===== src/rtl/quad_step_decoder.sv =====
// Quadrature A/B decoder: synchronises and debounces both phases, then turns
// Gray-code transitions into counter-compatible step/direction pulses.
module quad_step_decoder #(
  parameter int FILTER_LEN = 3,
  parameter int CNT_W      = 4
) (
  input  logic             clk,
  input  logic             reset,
  input  logic             quad_a,
  input  logic             quad_b,
  input  logic             clr_err,
  output logic             enable,
  output logic             up_down,
  output logic [CNT_W-1:0] count,
  output logic             err_pulse,
  output logic             err_sticky
);

  localparam int FW = 4;
  localparam int QW = 5;
  localparam logic [FW-1:0] FLT_LAST  = FW'(FILTER_LEN - 1);
  localparam logic [QW-1:0] QUIET_MAX = QW'(FILTER_LEN + 2);

  typedef enum logic {INIT, TRACK} state_t;

  // Phase index 1 = A, 0 = B throughout.
  logic [1:0]    sync_m_q, sync_s_q;
  logic [1:0]    filt_q, filt_d, prev_q;
  logic [FW-1:0] fcnt_q [2];
  logic [FW-1:0] fcnt_d [2];
  logic [QW-1:0] quiet_q, quiet_d;
  state_t        state_q, state_d;

  logic             enable_q, up_down_q, err_pulse_q, err_sticky_q;
  logic [CNT_W-1:0] count_q;
  logic             step_up, step_dn, illegal;
  logic [1:0]       pos_prev, pos_new, delta;

  always_comb begin
    filt_d = filt_q;
    for (int i = 0; i < 2; i++) begin
      fcnt_d[i] = '0;
      if (sync_s_q[i] != filt_q[i]) begin
        if (fcnt_q[i] == FLT_LAST) filt_d[i] = sync_s_q[i];
        else                       fcnt_d[i] = fcnt_q[i] + 1'b1;
      end
    end
  end

  // Settling counter: consecutive cycles with both filters idle.
  always_comb begin
    quiet_d = '0;
    if (fcnt_q[0] == '0 && fcnt_q[1] == '0)
      quiet_d = (quiet_q == QUIET_MAX) ? quiet_q : quiet_q + 1'b1;
  end

  always_ff @(posedge clk or negedge reset) begin
    if (!reset) state_q <= INIT;
    else        state_q <= state_d;
  end

  always_comb begin
    state_d = state_q;
    if (state_q == INIT && quiet_q == QUIET_MAX) state_d = TRACK;
  end

  // Gray position 0..3 along the forward sequence; delta 1 = up, 3 = down, 2 = illegal.
  always_comb begin
    pos_prev = {prev_q[1], prev_q[1] ^ prev_q[0]};
    pos_new  = {filt_q[1], filt_q[1] ^ filt_q[0]};
    delta    = pos_new - pos_prev;
    step_up  = (state_q == TRACK) && (delta == 2'd1);
    step_dn  = (state_q == TRACK) && (delta == 2'd3);
    illegal  = (state_q == TRACK) && (delta == 2'd2);
  end

  always_ff @(posedge clk or negedge reset) begin
    if (!reset) begin
      sync_m_q     <= '0;
      sync_s_q     <= '0;
      filt_q       <= '0;
      prev_q       <= '0;
      fcnt_q[0]    <= '0;
      fcnt_q[1]    <= '0;
      quiet_q      <= '0;
      enable_q     <= 1'b0;
      up_down_q    <= 1'b0;
      count_q      <= '0;
      err_pulse_q  <= 1'b0;
      err_sticky_q <= 1'b0;
    end else begin
      sync_m_q     <= {quad_a, quad_b};
      sync_s_q     <= sync_m_q;
      filt_q       <= filt_d;
      prev_q       <= filt_q;
      fcnt_q[0]    <= fcnt_d[0];
      fcnt_q[1]    <= fcnt_d[1];
      quiet_q      <= quiet_d;
      enable_q     <= step_up | step_dn;
      err_pulse_q  <= illegal;
      if (step_up) begin
        up_down_q <= 1'b0;
        count_q   <= count_q + 1'b1;
      end else if (step_dn) begin
        up_down_q <= 1'b1;
        count_q   <= count_q - 1'b1;
      end
      if (illegal)      err_sticky_q <= 1'b1;
      else if (clr_err) err_sticky_q <= 1'b0;
    end
  end

  assign enable     = enable_q;
  assign up_down    = up_down_q;
  assign count      = count_q;
  assign err_pulse  = err_pulse_q;
  assign err_sticky = err_sticky_q;

endmodule


===== config.mk =====
export PLATFORM = sky130hd
export DESIGN_NAME = quad_step_decoder
export DESIGN_NICKNAME = d
export VERILOG_FILES = /design/src/rtl/quad_step_decoder.sv
export SDC_FILE = /design/constraint.sdc
export NUM_CORES = 1
export LEC_CHECK = 0
export ABC_AREA = 1
export CAP_MARGIN = 0
export CORE_MARGIN = 4
export CORE_UTILIZATION = 40
export CTS_CLUSTER_DIAMETER = 150
export DETAILED_ROUTE_END_ITERATION = 12
export GPL_TIMING_DRIVEN = 0
export PLACE_DENSITY = 0.63
export SLEW_MARGIN = 20
export SYNTH_ARGS = -nofsm -noshare
export SYNTH_HDL_FRONTEND = slang
export SYNTH_SLANG_ARGS = --single-unit

===== constraint.sdc =====
create_clock -name clk -period 4.35 [get_ports clk]
set_input_delay 0.6525 -clock clk [delete_from_list [all_inputs] [get_ports clk]]
set_output_delay 0.6525 -clock clk [all_outputs]
set_load 0.02 [all_outputs]

==> out/qor.txt <==
1st-iter DRT viols -> 38
final max-slew violation count -> 0
full die area -> 4310 um2
post-synthesis cell count -> 136
post-synth top area cell -> dfrtp_1
EDFF count, synth -> 0
pin count of the biggest net entering global routing -> 31
Sequential Power Share -> 41.6%
Mapped Avg Cell Area -> 9.77 um2
Antenna Nets Post-Route -> 0
Post-CTS Hold Buffers -> 0
row cnt -> 20
setup violators final -> 0
Initial Util -> 42.8%
Post-Syn Area -> 1330 um2
Total Neg Setup Slack -> 0 ns
GPL Wtd Cong -> 0.749
# DRC -> 0
Synth cell types -> 23
register cell area after layout -> 751 um2
total CTS buffers -> 5
Slew @ Worst Pin -> 0.654 ns
reg-to-reg critical path startpoint -> filt_q[1]
core area -> 3100 um2
number of port buffers -> 12
clock skew -> 0.00837 ns
sw power -> 0.428 mW
most area-consuming cells after synthesis -> dfrtp_1 (56%), nand2_1 (6.8%), inv_1 (5.4%)
dpl cell area -> 1500 um2
max-cap violations -> 0
Worst EP required -> 4.58 ns
fin crit share -> 57.9%
Max clock buf depth -> 2
CP Cell Sequence -> xnor2_1, ha_1, nor2_2, inv_1, nor2_1, inv_1, ha_1, nand3_1, nand3_1, nand3_1, nand3_1, nand2_1, nand2_1
Ant. Diodes -> 0
internal power -> 0.639 mW
vias -> 926
Async S/R FF share, synth -> 100%
Sw Ratio -> 40.1%
Worst Hold Class -> primary input to asynchronous set/reset pin
fillers -> 320
synthesized flop and latch total -> 30
syn nets -> 147
NumNets Final -> 166
Crit path top cell by count -> nand3_1
Post-CTS Resized -> 0
CP Launch Point -> filt_q[1]
max_slew headroom -> 56.4%
RSZ-0062 raised after global routing -> no
Reg clk slew, reported paths -> 0.09 ns
WL final -> 2050 um
worst skew pair latency -> 0.32 ns
final hold vios -> 0
layout overhead on the synthesized area -> 17.3%
CTS sink count -> 30
CP max-delay cell -> dfrtp_1
Worst Path Arrival -> 2.74 ns
Leakage -> 0.726 nW
Comb power frac -> 42.4%
Yosys warnings -> 0
min Tclk post-route -> 2.52 ns
Clock Power Share -> 15.9%
first-pass GRT wire length -> 3780 um
Final Instance Area -> 1560 um2
PwrDens -> 684 nW/um2
Synth top area share -> 56.5%
Seq/Total Area, Yosys -> 56.5%
startpoint types -> register
run status -> finished, final reports clean
critical path fanouts, max -> 7
multi-input combinational cell area -> 507 um2
die height -> 65.6 um
routed length per placed instance -> 10.3 um
H-tree levels -> 2
Reg2Reg Setup Slack -> 1.83 ns
Post-DP HPWL -> 1530 um
Post-CTS Setup Inserts -> 0
Horiz. Die Dim -> 65.6 um
Peak VDD IR -> 0.236 mV
type of the worst setup path -> register to register
Root Buffer -> clkbuf_4
max incr delay on CP -> 0.47 ns
I/O Pins -> 13
fraction of layout cells with a size suffix above 1 -> 10.9%
ys flop type -> dfrtp_1
All-Layer GR Usage -> 11.8%
Fmax -> 397 MHz
initial antenna violation count -> 0
Setup crit end kind -> register
vias in the first global route -> 894
TritonCTS clock tree -> yes
via/cell ratio -> 4.63
DR pass1 iterations -> 3
Overflow after GRT -> 0
-- worst max-delay path, delay by kind of cell, from the launching register on --
family,cells,cell delay (ns)
buffers and inverters,2,0.23
adders and majority gates,2,0.65
and+or+nand+nor,8,0.91
DFF,1,0.47
xor gates and xnor gates,1,0.16
-- routing by layer --
| metal | track usage, % | wire length, um | share of wire (%) |
|---|---|---|---|
| met5 | 0 | 0 | 0 |
| met4 | 6.99 | 61 | 3.0 |
| met3 | 4.27 | 104 | 5.1 |
| met2 | 19.9 | 985 | 48 |
| met1 | 12.6 | 900 | 44 |
-- cell type report --
type	count	share of cell area, %
multi-input combinational	87	32.5
sequential	30	48.2
timing repair buffer	12	7.38
tap	44	3.53
clock buffer	7	3.53
clock inverter	1	0.321
inverter	19	4.57
-- synthesized netlist by cell type (2+ instances only) --
master    n
dfrtp_1  30
nand2_1  24
inv_1    19
nor2_1   14
nand3_1   8
xnor2_1   6
ha_1      5
o21ai_0   5
nor2_2    4
nor3_1    4
a21oi_1   3
nand4_1   2
xor2_1    2
-- kinds of logic (layout without fill, tap and decap cells) --
family / after synthesis / in the layout / synth area share (%)
AO/OA/AOI/OAI: 9 / 9 / 3.67
AND/OR/NAND/NOR: 62 / 62 / 21.4
buffers and inverters: 19 / 39 / 5.37
multiplexers: 2 / 2 / 1.60
XOR/XNOR: 8 / 8 / 5.27
adder cells (fa/ha/maj): 6 / 6 / 6.21
flip-flops: 30 / 30 / 56.5
-- registers in the layout (all words and copies together) (netlist names) --
name        cells
enable          1
filt_q          2
up_down         1
state_q         1
err_pulse       1
count           4
err_sticky      1
fcnt_q          8
sync_m_q        2
prev_q          2
quiet_q         5
sync_s_q        2
-- stage by stage --
step | power [mW] | hold slack (ns) | setup slack, ns | cells | util [%]
2_1_floorplan | 0.767 | 0.331 | 2.09 | 136 | -
3_3_place_gp | 0.890 | 0.332 | 1.83 | 192 | 48.5
3_5_place_dp | 0.908 | 0.336 | 1.82 | 192 | 48.3
4_1_cts | 1.08 | 0.358 | 1.79 | 200 | 50.2
5_1_grt | 1.16 | 0.362 | 1.58 | 200 | 50.2
6_report | 1.07 | 0.346 | 1.83 | 200 | 50.2
-- path summary, 6_finish.rpt --
path	to	cells past startpoint
max in group asynchronous	quiet_q[0]	1
max	count[3]	13
max reg2reg	count[3]	13
min in group clk	sync_s_q[1]	0
min	count[3]	1
min reg2reg	sync_s_q[1]	0
-- power by group through the flow --
| stage | sequential (mW) | clock, mW | combinational [mW] |
|---|---|---|---|
| finish | 0.444 | 0.170 | 0.453 |
| global placement | 0.444 | 0 | 0.446 |
| CTS | 0.445 | 0.177 | 0.460 |
| detailed placement | 0.451 | 0 | 0.457 |
| global route | 0.460 | 0.188 | 0.515 |
| floorplan | 0.475 | 0 | 0.292 |
-- layout by cell type (no fill, tap or decap), types with 2 or more instances in the layout --
cell,count
ha_1,5
clkbuf_4,5
nor3_1,4
clkdlybuf4s50_1,11
inv_1,19
xnor2_1,6
nand2_1,24
xor2_1,2
nor2_1,14
a21oi_1,3
nand3_1,8
nand4_1,2
nor2_2,4
dfrtp_1,30
o21ai_0,5
No activity file was read; power rests on OpenSTA's default activity.
